<file path="src/rtl/hack_instr_composer.sv">
// Interactive Hack instruction encoder: debounced step/cancel buttons walk the operator through
// type, A-value or comp/dest/jump entry and offer the packed word on a valid/ready port.
// Optional build macro: HACK_COMP_CHECK_EN rejects comp fields that are not legal Hack comp codes.
module hack_instr_composer #(
   parameter int unsigned DEBOUNCE_CYCLES = 1_000_000,
   parameter int unsigned ADDR_W          = 15
) (
   input  logic              clk,
   input  logic              rst,
   input  logic [15:0]       sw,
   input  logic              btn_step,
   input  logic              btn_cancel,
   output logic [15:0]       instr,
   output logic              instr_valid,
   input  logic              instr_ready,
   output logic [ADDR_W-1:0] wr_addr,
   output logic [2:0]        state,
   output logic              err,
   output logic [15:0]       preview
);

   localparam int unsigned CNT_W = $clog2(DEBOUNCE_CYCLES + 1);
   localparam int unsigned NBTN  = 2;

   typedef enum logic [2:0] {
      S_TYPE = 3'd0,
      S_AVAL = 3'd1,
      S_COMP = 3'd2,
      S_DEST = 3'd3,
      S_JUMP = 3'd4,
      S_EMIT = 3'd5
   } stateT;

   // ---------------- button conditioning ----------------
   logic [NBTN-1:0] rawBtn;
   logic [NBTN-1:0] syncA;
   logic [NBTN-1:0] syncB;
   logic [NBTN-1:0] stableQ;
   logic [NBTN-1:0] pulseQ;
   logic [CNT_W-1:0] cntQ [NBTN];
   logic stepPulse;
   logic cancelPulse;

   assign rawBtn      = {btn_cancel, btn_step};
   assign stepPulse   = pulseQ[0];
   assign cancelPulse = pulseQ[1];

   // A level is accepted only after DEBOUNCE_CYCLES consecutive disagreeing cycles.
   always_ff @(posedge clk) begin
      if (rst) begin
         syncA   <= '0;
         syncB   <= '0;
         stableQ <= '0;
         pulseQ  <= '0;
         for (int i = 0; i < int'(NBTN); i++) cntQ[i] <= '0;
      end else begin
         syncA <= rawBtn;
         syncB <= syncA;
         for (int i = 0; i < int'(NBTN); i++) begin
            pulseQ[i] <= 1'b0;
            if (syncB[i] == stableQ[i]) begin
               cntQ[i] <= '0;
            end else if (cntQ[i] == CNT_W'(DEBOUNCE_CYCLES - 1)) begin
               stableQ[i] <= syncB[i];
               pulseQ[i]  <= syncB[i];
               cntQ[i]    <= '0;
            end else begin
               cntQ[i] <= cntQ[i] + CNT_W'(1);
            end
         end
      end
   end

`ifdef HACK_COMP_CHECK_EN
   // The 28 {a,c} combinations defined by the Hack ALU.
   function automatic logic isLegalComp(input logic [6:0] ac);
      case (ac)
         7'b0101010, 7'b0111111, 7'b0111010, 7'b0001100, 7'b0110000,
         7'b0001101, 7'b0110001, 7'b0001111, 7'b0110011, 7'b0011111,
         7'b0110111, 7'b0001110, 7'b0110010, 7'b0000010, 7'b0010011,
         7'b0000111, 7'b0000000, 7'b0010101,
         7'b1110000, 7'b1110001, 7'b1110011, 7'b1110111, 7'b1110010,
         7'b1000010, 7'b1010011, 7'b1000111, 7'b1000000, 7'b1010101:
            isLegalComp = 1'b1;
         default:
            isLegalComp = 1'b0;
      endcase
   endfunction
`endif

   // ---------------- entry FSM ----------------
   stateT             stateQ, stateD;
   logic [15:0]       instrQ, instrD;
   logic              validQ, validD;
   logic [ADDR_W-1:0] addrQ, addrD;
   logic [15:0]       previewQ, previewD;
   logic              errQ, errD;
   logic [6:0]        compQ, compD;
   logic [2:0]        destQ, destD;
   logic              xfer;

   assign xfer = validQ & instr_ready;

   always_ff @(posedge clk) begin
      if (rst) begin
         stateQ   <= S_TYPE;
         instrQ   <= '0;
         validQ   <= 1'b0;
         addrQ    <= '0;
         previewQ <= '0;
         errQ     <= 1'b0;
         compQ    <= '0;
         destQ    <= '0;
      end else begin
         stateQ   <= stateD;
         instrQ   <= instrD;
         validQ   <= validD;
         addrQ    <= addrD;
         previewQ <= previewD;
         errQ     <= errD;
         compQ    <= compD;
         destQ    <= destD;
      end
   end

   always_comb begin
      stateD   = stateQ;
      instrD   = instrQ;
      validD   = validQ;
      addrD    = addrQ;
      previewD = previewQ;
      errD     = errQ;
      compD    = compQ;
      destD    = destQ;

      // A handshake on the same edge as a cancel still counts as a transfer.
      if (xfer) addrD = addrQ + ADDR_W'(1);

      if (cancelPulse) begin
         stateD   = S_TYPE;
         validD   = 1'b0;
         previewD = '0;
         errD     = 1'b0;
      end else begin
         case (stateQ)
            S_TYPE: begin
               if (stepPulse) begin
                  previewD = '0;
                  stateD   = sw[15] ? S_COMP : S_AVAL;
               end
            end
            S_AVAL: begin
               if (stepPulse) begin
                  instrD   = {1'b0, sw[14:0]};
                  previewD = {1'b0, sw[14:0]};
                  validD   = 1'b1;
                  stateD   = S_EMIT;
               end
            end
            S_COMP: begin
               if (stepPulse) begin
`ifdef HACK_COMP_CHECK_EN
                  if (!isLegalComp(sw[6:0])) begin
                     errD = 1'b1;
                  end else begin
                     errD     = 1'b0;
                     compD    = sw[6:0];
                     previewD = {3'b111, sw[6:0], 6'b000000};
                     stateD   = S_DEST;
                  end
`else
                  compD    = sw[6:0];
                  previewD = {3'b111, sw[6:0], 6'b000000};
                  stateD   = S_DEST;
`endif
               end
            end
            S_DEST: begin
               if (stepPulse) begin
                  destD    = sw[2:0];
                  previewD = {previewQ[15:6], sw[2:0], 3'b000};
                  stateD   = S_JUMP;
               end
            end
            S_JUMP: begin
               if (stepPulse) begin
                  instrD   = {3'b111, compQ, destQ, sw[2:0]};
                  previewD = {3'b111, compQ, destQ, sw[2:0]};
                  validD   = 1'b1;
                  stateD   = S_EMIT;
               end
            end
            S_EMIT: begin
               if (xfer) begin
                  validD = 1'b0;
                  stateD = S_TYPE;
               end
            end
            default: begin
               stateD = S_TYPE;
               validD = 1'b0;
            end
         endcase
      end
   end

   assign instr       = instrQ;
   assign instr_valid = validQ;
   assign wr_addr     = addrQ;
   assign state       = stateQ;
   assign err         = errQ;
   assign preview     = previewQ;

endmodule

</file>
<file path="config.mk">
export PLATFORM = sky130hd
export DESIGN_NAME = hack_instr_composer
export DESIGN_NICKNAME = d
export VERILOG_FILES = /design/src/rtl/hack_instr_composer.sv
export SDC_FILE = /design/constraint.sdc
export NUM_CORES = 1
export LEC_CHECK = 0
export CAP_MARGIN = 30
export CORE_MARGIN = 4
export CORE_UTILIZATION = 25
export CTS_CLUSTER_SIZE = 14
export DETAILED_ROUTE_END_ITERATION = 8
export GPL_ROUTABILITY_DRIVEN = 0
export SLEW_MARGIN = 10
export SYNTH_ARGS = -nofsm -noshare
export SYNTH_HDL_FRONTEND = slang
export SYNTH_SLANG_ARGS = --single-unit
</file>
<file path="constraint.sdc">
create_clock -name clk -period 2.2 [get_ports clk]
set_input_delay 0.66 -clock clk [delete_from_list [all_inputs] [get_ports clk]]
set_output_delay 0.66 -clock clk [all_outputs]
set_load 0.01 [all_outputs]
</file>
# [Yosys cells after proc, flatten, opt, wreduce, memory -nomap -nowiden]
# Memories as Yosys holds them, arrays and structs flattened.
# Index checks and enable logic that the tools add are counted.
[classes] n_reduce_logical=18 n_eq_ne=16 muxes=47 n_addsub=3 n_lt_le_gt_ge=0 div_mod_pow=0 bitwise=14 n_mul=0 shifts=0
[ops] op="20-bit two-way mux" count=6
[ops] op="16-bit one-hot mux with 5 select lines" count=1
[ops] op="16-bit two-way mux" count=4
[ops] op="20-bit by 1-bit adder with 20-bit output (second input constant)" count=2
[ops] op="20-bit == test (second input constant)" count=2
[ops] op="16-bit one-hot mux with 2 select lines" count=1
[ops] op="1-bit two-way mux" count=26
[ops] op="15-bit by 1-bit adder with 15-bit output (second input constant)" count=1
[ops] op="3-bit two-way mux" count=5
[ops] op="3-bit one-hot mux with 5 select lines" count=1
[ops] op="2-bit inequality test (second input constant)" count=6
[ops] op="6-bit AND reduction" count=2
[ops] op="3-bit AND reduction" count=3
[ops] op="3-bit OR reduction" count=3
[ops] op="1-bit inverter" count=7
[ops] op="3-bit by 2-bit == test with 1-bit output (second input constant)" count=2
[ops] op="3-bit == test (second input constant)" count=2
[ops] op="6-bit two-way mux" count=1
[ops] op="1-bit OR" count=6
[ops] op="5-bit AND reduction" count=1
[ops] op="5-bit nonzero test" count=1
[ops] op="2-bit AND reduction" count=2
[ops] op="4-bit AND reduction" count=1
[ops] op="4-bit nonzero test" count=1
[ops] op="9 further kinds" count=11
[word_totals] ram_bits=40 memories=1 elab_cells=113 inputBits=21 latch_bits=0 mem_bits_ro=0 register_bits=69 out_inout_bits=52
[memory_table] name="cntQ" words=2 width=20 read_ports=2 rd_ports_with_merged_regs=0 wr=2 line="40" text="logic [CNT_W-1:0] cntQ [NBTN];"

# [Longest topological paths before layout]
# Gate-level depths: netlist (run 1).
# An unclocked memory read counts as a cell.
[depth] depth_word=8 mapped_depth=7 mapped_depth_nobuf=5

# [Least setup slack after synthesis (run 1)]
# Ideal clock, no wire load.
[synth_timing] path_kind="register -> register" start="memory cntQ[0][0] (netlist bit)" end="memory cntQ[0][2] (netlist bit) (data pin)" n_path_buf=2 arrival_ps=1650 stages_incl_launch_ff=8 setup_slack_ps=296 cell_sequence="edfxtp_1 ha_1 nand2_1 or2_2 clkbuf_1 o21ai_2 buf_4 nor2_1"
[synth_rtl] item="from (decl)" line="40"

# [Final worst setup path (run 1)]
[layout_timing] start="register stateQ[0] (netlist: state[0])" end="output state[0]"
[layout_rtl] item="from (decl)" line="92" text="stateT stateQ, stateD;"
[layout_rtl] item="from (signal assigned)" line="115" text="stateQ <= stateD;"
[layout_rtl] item="to (decl)" line="17" text="output logic [2:0] state,"
# No word-level cell between the ends.

==> flow_metrics.py, run 1 <==
metrics = {
    "status": {
        "run_status": "finished, final reports clean",
    },
    "timing": {
        "relSlewSlack_pct": 57.9,
        "setup_viol_count_final": 0,
        "finalHoldViolCount": 0,
        "final_min_period_over_clock_period_pct": 96.1,
        "transition_at_the_pin_with_the_smallest_max_transition_slack_ns": 0.627,
        "slew_violations": 0,
        "worst_clock_skew_ns": 0.00529,
        "grt_setup_unrepaired": "no",
        "clock.fmax_mhz": 473,
        "final_period_minus_worst_setup_slack_ns": 2.11,
        "hold-worst-slack_ns": 0.438,
    },
    "global_route": {
        "gr-total-overflow": 0,
        "grt_max_degree": 27,
        "grt_usage_pct": 11.2,
        "vias_in_the_first_global_route": 4205,
        "grt_antenna_before_repair": 0,
        "global_route_wire_length_before_repair_um": 21700,
    },
    "power_and_ir_drop": {
        "report.power.total_uw": 3990,
        "max-vdd-ir-drop_uv": 354,
        "cellLeakagePower_uw": 0.00225,
        "power.density_cell_area_nw_per_um2": 575,
    },
    "clocking": {
        "clock_tree_from_tritoncts": "done",
        "ctsLongestPathBuffers": 2,
        "tritoncts.num_buffers": 9,
        "hold_buffers": 0,
        "clkTransAtPathRegs_ns": 0.07,
        "clock_latency_ns": 0.35,
        "clock-root-buffer": "sky130_fd_sc_hd__clkbuf_16",
        "cts.htree.levels": 3,
        "cts_sinks": 109,
    },
    "routing": {
        "antenna_violating_nets_post_route": 0,
        "drtIter0Drc": 224,
        "route.detailed.drc": 0,
        "post_drt_via_cell_ratio": 4.50,
        "dr_total_vias": 4361,
        "wirelength_um": 13100,
        "wl_per_cell_um": 13.5,
        "drt_pass1_iterations": 4,
    },
    "floorplan": {
        "io-pin-count": 73,
        "design.core.area_um2": 21000,
        "die-area_um2": 23800,
        "die_y_um": 154,
        "initial_utilization_pct": 25.4,
        "rows": 53,
        "die_w_um": 154,
    },
    "synth": {
        "synth_cell_types": 57,
        "synth-compound-area-share_pct": 12.4,
        "synthMuxAreaShare_pct": 4.78,
        "synth_largest_area_cell": "sky130_fd_sc_hd__dfxtp_1",
        "synth_fa_ha_area_share_pct": 0.703,
        "ys_warn_count": 0,
        "synthDominantCellAreaShare_pct": 25.9,
        "synth.top_cells.by_count": "sky130_fd_sc_hd__nor2_1 (85), sky130_fd_sc_hd__dfxtp_1 (69), sky130_fd_sc_hd__edfxtp_1 (40), sky130_fd_sc_hd__nand2_1 (40), sky130_fd_sc_hd__xnor2_1 (30)",
        "synth-xor-area-share_pct": 6.40,
        "yosys_most_used_dff": "sky130_fd_sc_hd__dfxtp_1",
        "area_of_the_mapped_netlist_um2": 5340,
        "number_of_storage_elements_in_the_synthesis_netlist": 109,
        "netlist_instances": 569,
        "synth-simple-area-share_pct": 23.7,
        "postSynthAreaPerCell_um2": 9.38,
        "post_synth_main_area_contributors": "sky130_fd_sc_hd__dfxtp_1 (26%), sky130_fd_sc_hd__edfxtp_1 (23%), sky130_fd_sc_hd__nor2_1 (6.0%), sky130_fd_sc_hd__xnor2_1 (4.9%), sky130_fd_sc_hd__mux2i_1 (3.9%)",
        "edff_count_synth": 40,
        "synthArstFlopShare_pct": 0,
        "synth_top_family_by_area": "simple AND/OR/NAND/NOR gates",
        "synth_sequential_area_ratio_pct": 48.4,
        "yosys.cell_count.top_type": "sky130_fd_sc_hd__nor2_1",
    },
    "critical_path": {
        "setup.reg_to_reg.worst_slack_ns": 0.26,
        "path_max_fanout": 7,
        "crit_chain": "clkdlybuf4s50_1",
        "timing.reg2reg.worst_path_depth": 4,
        "crit_path_leading_delay_family": "buffers and inverters",
        "worst-endpoint-required_ns": 1.54,
        "crit_path_end": "state[0]",
        "worstSetupPathType": "register to output pin",
        "critPathMaxStageDelay_ns": 0.61,
        "slowest_stage": "sky130_fd_sc_hd__clkdlybuf4s50_1",
        "crit_path_start": "state[0]",
        "worstReg2RegStart": "cntQ[0][8]",
        "crit_cells": 1,
        "cp.buffers_inverters": 1,
        "cp.arrival_ns": 1.45,
        "reg2reg_to": "cntQ[0][19]",
        "end_kind": "output pin",
        "worstSetupStartpointType": "register",
    },
    "cells_and_area": {
        "layout.core_utilization_pct": 33.0,
        "layout.cell_area.non_filler_um2": 6940,
        "final.fill_count": 2173,
        "flow.area_growth_from_synthesis_pct": 30.0,
        "drive_above_1_share_pct": 8.65,
        "finalNonFillerCells": 969,
        "layout.nets": 713,
        "antennaDiodeCount": 0,
    },
    "place": {
        "place.port_buffers": 71,
        "cell_count_after_placement": 953,
        "post_dp_cell_area_um2": 6640,
        "place.detailed.hpwl_um": 9690,
    },
    "worst_hold_path": {
        "hold_path.class": "register to register",
    },
    "flow_run": {
        "max_capacitance_violation_total": 0,
    },
}
[placed cells by master (no fill, tap or decap), types with 3 or more instances in the layout]
master,synthesis,final
sky130_fd_sc_hd__nor2_1,85,85
sky130_fd_sc_hd__clkdlybuf4s50_1,0,70
sky130_fd_sc_hd__dfxtp_1,69,68
sky130_fd_sc_hd__conb_1,2,41
sky130_fd_sc_hd__nand2_1,40,40
sky130_fd_sc_hd__edfxtp_1,40,40
sky130_fd_sc_hd__xnor2_1,30,30
sky130_fd_sc_hd__a21oi_1,26,26
sky130_fd_sc_hd__buf_4,2,24
sky130_fd_sc_hd__nand3_1,21,21
sky130_fd_sc_hd__mux2i_1,21,21
sky130_fd_sc_hd__inv_1,19,19
sky130_fd_sc_hd__o21ai_0,17,17
sky130_fd_sc_hd__nor3_1,15,15
sky130_fd_sc_hd__nor2b_1,15,15
sky130_fd_sc_hd__nor4_1,13,13
sky130_fd_sc_hd__nand4_1,11,11
sky130_fd_sc_hd__or3_1,10,10
sky130_fd_sc_hd__xor2_1,9,9
sky130_fd_sc_hd__a21o_1,9,9
sky130_fd_sc_hd__clkbuf_16,0,9
sky130_fd_sc_hd__a311oi_1,7,7
sky130_fd_sc_hd__a32oi_1,7,7
sky130_fd_sc_hd__and3_1,6,6
sky130_fd_sc_hd__nand2b_1,6,6
sky130_fd_sc_hd__a22oi_1,6,6
sky130_fd_sc_hd__a211oi_1,5,5
sky130_fd_sc_hd__and2_1,4,4
sky130_fd_sc_hd__mux2_2,4,4
sky130_fd_sc_hd__nor4b_1,3,3
sky130_fd_sc_hd__a221oi_1,3,3
sky130_fd_sc_hd__o2bb2ai_1,3,3
sky130_fd_sc_hd__o31ai_1,3,3
sky130_fd_sc_hd__ha_1,3,3
[sequential cells by signal, indices dropped and copies added (netlist names)]
signal       cells
state            3
instr           16
stableQ          2
instr_valid      1
destQ            3
syncB            2
preview         16
wr_addr         15
compQ            7
cntQ            40
syncA            2
pulseQ           2
[through the flow]
step,worst slack [ns],TNS [ns]
2_1_floorplan,0.296,0
3_3_place_gp,0.0220,0
3_5_place_dp,-0.0155,-0.0155
4_1_cts,0.0526,0
5_1_grt,0.0316,0
6_report,0.0853,0
[what timing repair did]
action | in CTS | in global routing
buffers inserted | 0 | 0
gates resized for setup | 1 | 0
setup endpoints to repair | 1 | 0
[layer usage]
| layer | track usage (%) | wire [um] | vias up |
|---|---|---|---|
| met1 | 14.9 | 6170 | 2009 |
| met4 | 4.54 | 297 | 0 |
| li1 | - | - | 2243 |
| met3 | 2.84 | 624 | 21 |
| met5 | 0 | 0 | - |
| met2 | 17.5 | 5970 | 88 |
[final cells by class]
cell class              instances  area [um^2]  share of cell area (%)
multi-input cells             453         2710                    39.1
flip-flops and latches        109         2580                    37.2
repair buffers                 97          926                    13.3
well taps                     275          344                    4.96
clock buffers                   9          225                    3.25
clock inverters                 7         73.8                    1.06
inverters                      19         71.3                    1.03
[how the worst min path moves through the flow]
stage                     to     start  depth (start not counted)
global placement    syncB[0]  syncA[0]                          1
detailed placement  syncB[0]  syncA[0]                          1
finish              syncB[0]  syncA[0]                          1
global route        syncB[0]  syncA[0]                          1
floorplan           syncB[0]  syncA[0]                          1
CTS                 syncB[0]  syncA[0]                          1
[kinds of logic after synthesis]
group	count (synthesis)
mux	25
flops	109
fa+ha+maj	3
compound gates	97
buf+inv	46
xor+xnor	39
other cells	2
simple gates	248
[power by group]
part           switching [uW]  leakage (uW)  internal (uW)
sequential               41.1      0.000969           2120
clock                     770      0.000141            890
combinational            90.2       0.00113           77.0
total                     902       0.00225           3090
Note: power is estimated with default switching activity, not from simulation.
==> run 2, diff against run 1 <==
- CTS_BUF_LIST: default -> sky130_fd_sc_hd__clkbuf_4
==> run 2 against run 1 <==
Utilization down 0.61 points. Non-clock buffer count unchanged. Combinational power about the same. Largest cell class unchanged.
==> flow_metrics.py, run 2 (synthesis results as in run 1) <==
metrics = {
    "place": {
        "place.detailed.hpwl_um": 9690,
        "detailedPlace.worstSlack_ns": -0.0155,
        "post_dp_cell_area_um2": 6640,
        "cell_count_after_placement": 953,
        "place.port_buffers": 71,
    },
    "flow_run": {
        "max_capacitance_violation_total": 0,
    },
    "routing": {
        "dr_total_vias": 4353,
        "drtIter0Drc": 273,
        "wl_per_cell_um": 13.5,
        "post_drt_via_cell_ratio": 4.48,
        "wirelength_um": 13100,
        "route.detailed.drc": 0,
        "drt_pass1_iterations": 4,
        "antenna_violating_nets_post_route": 0,
    },
    "timing": {
        "setup_viol_count_final": 0,
        "finalHoldViolCount": 0,
        "finalSetupTns_ns": 0,
        "final_min_period_over_clock_period_pct": 97.4,
        "worst_slack_ns": 0.0563,
        "relSlewSlack_pct": 57.4,
        "clock.fmax_mhz": 466,
        "transition_at_the_pin_with_the_smallest_max_transition_slack_ns": 0.635,
        "slew_violations": 0,
        "hold-worst-slack_ns": 0.437,
        "final_period_minus_worst_setup_slack_ns": 2.14,
        "worst_clock_skew_ns": 0.0212,
    },
    "floorplan": {
        "initial_utilization_pct": 25.4,
        "die-area_um2": 23800,
        "die_w_um": 154,
        "design.core.area_um2": 21000,
        "rows": 53,
        "die_y_um": 154,
        "io-pin-count": 73,
    },
    "global_route": {
        "grt_antenna_before_repair": 1,
        "gr-total-overflow": 0,
        "vias_in_the_first_global_route": 4185,
        "grt_max_degree": 27,
        "grt_usage_pct": 11.2,
        "global_route_wire_length_before_repair_um": 21600,
    },
    "cells_and_area": {
        "registers.top_by_ff_count": "cntQ",
        "layout.cell_area.non_filler_um2": 6810,
        "largest_register_ff_count": 40,
        "finalNonFillerCells": 971,
        "commonest_cells_after_routing_fill_and_taps_aside": "sky130_fd_sc_hd__nor2_1 (85), sky130_fd_sc_hd__clkdlybuf4s50_1 (69), sky130_fd_sc_hd__dfxtp_1 (54)",
        "multi_input_area_um2": 2710,
        "final.fill_count": 2187,
        "flow.area_growth_from_synthesis_pct": 27.6,
        "most_common_cell_after_layout_fill_and_taps_aside": "sky130_fd_sc_hd__nor2_1",
        "drive_above_1_share_pct": 10.7,
        "seqCellArea_um2": 2610,
        "layout.nets": 713,
    },
    "power_and_ir_drop": {
        "seqPwrFrac_pct": 63.8,
        "max-vdd-ir-drop_uv": 253,
        "power.density_cell_area_nw_per_um2": 498,
        "power.switching_fraction_pct": 24.8,
        "cellInternalPower_uw": 2550,
        "p_comb_share_pct": 5.0,
        "clock_power_share_pct": 31.3,
        "power_switching_uw": 840,
        "cellLeakagePower_uw": 0.00219,
    },
    "critical_path": {
        "worst-endpoint-required_ns": 1.54,
        "critPathMaxStageDelay_ns": 0.56,
        "end_kind": "output pin",
        "crit_chain": "clkdlybuf4s50_1",
        "cp.buffers_inverters": 1,
        "path_max_fanout": 7,
        "worstSetupPathType": "register to output pin",
        "slowest_stage": "sky130_fd_sc_hd__clkdlybuf4s50_1",
        "crit_path_leading_delay_family": "buffers and inverters",
        "worstSetupStartpointType": "register",
        "cp.arrival_ns": 1.48,
    },
    "clocking": {
        "clkTransAtPathRegs_ns": 0.18,
        "clock_latency_ns": 0.49,
        "hold_buffers": 0,
        "ctsLongestPathBuffers": 2,
        "tritoncts.num_buffers": 9,
        "clock_tree_from_tritoncts": "done",
        "cts_sinks": 109,
        "cts_post_setup_buffers_inserted": 0,
        "cts.htree.levels": 3,
        "clock-root-buffer": "sky130_fd_sc_hd__clkbuf_4",
    },
    "worst_hold_path": {
        "hold_path.class": "primary input to register",
    },
    "status": {
        "run_status": "finished, final reports clean",
    },
}
-- run 2: cell types whose count changed in the layout (fill, tap and decap cells not counted) --
cell / change
sky130_fd_sc_hd__dfxtp_2: +11
sky130_fd_sc_hd__dlygate4sd2_1: +1
sky130_fd_sc_hd__dfxtp_1: -14
sky130_fd_sc_hd__diode_2: +2
sky130_fd_sc_hd__clkdlybuf4s50_1: -1
sky130_fd_sc_hd__clkbuf_4: +9
sky130_fd_sc_hd__clkbuf_16: -9
sky130_fd_sc_hd__dfxtp_4: +3
-- run 2: metal layers --
metal  track usage (%)  wire length, um  vias to the layer above
li1                  -                -                     2241
met5                 0                0                        -
met3              2.48              553                       18
met1              14.8             6210                     2022
met4              4.25              252                        0
met2              17.9             6080                       72
-- run 2: final timing paths --
kind	slack, ns	start	end	cells after the start
worst max-delay path	0.06	state[0]	state[0]	1
worst min-delay path	0.44	rst	stableQ[1]	2
worst max register to register	0.23	cntQ[0][8]	cntQ[0][19]	4
worst min register to register	0.46	syncA[0]	syncB[0]	1
-- run 2: layout make-up --
cell class | instances | area share [%]
Timing Repair Buffer | 97 | 13.6
Inverter | 19 | 1.05
Sequential cell | 109 | 38.3
Clock buffer | 9 | 0.992
Antenna cell | 2 | 0.0735
Tap cell | 275 | 5.05
Multi-Input combinational cell | 453 | 39.9
Clock inverter | 7 | 1.08
-- run 2: power groups by stage --
stage | Sequential (uW) | Clock [uW] | Combinational, uW
2_1_floorplan | 2200 | 0 | 94.2
3_3_place_gp | 2210 | 0 | 167
3_5_place_dp | 2210 | 0 | 167
4_1_cts | 2160 | 1110 | 168
5_1_grt | 2170 | 1180 | 188
6_report | 2160 | 1060 | 168
-- run 2: what timing repair did --
| item | in CTS | in global routing |
|---|---|---|
| gates resized for setup | 10 | 9 |
| hold endpoints to repair | 0 | 0 |
| setup endpoints to repair | 7 | 10 |
-- run 2: per-stage QoR --
stage	util (%)	power, uW
floorplan	-	2290
global placement	31.6	2380
detailed placement	31.6	2380
CTS	32.3	3440
global route	32.4	3530
finish	32.4	3390
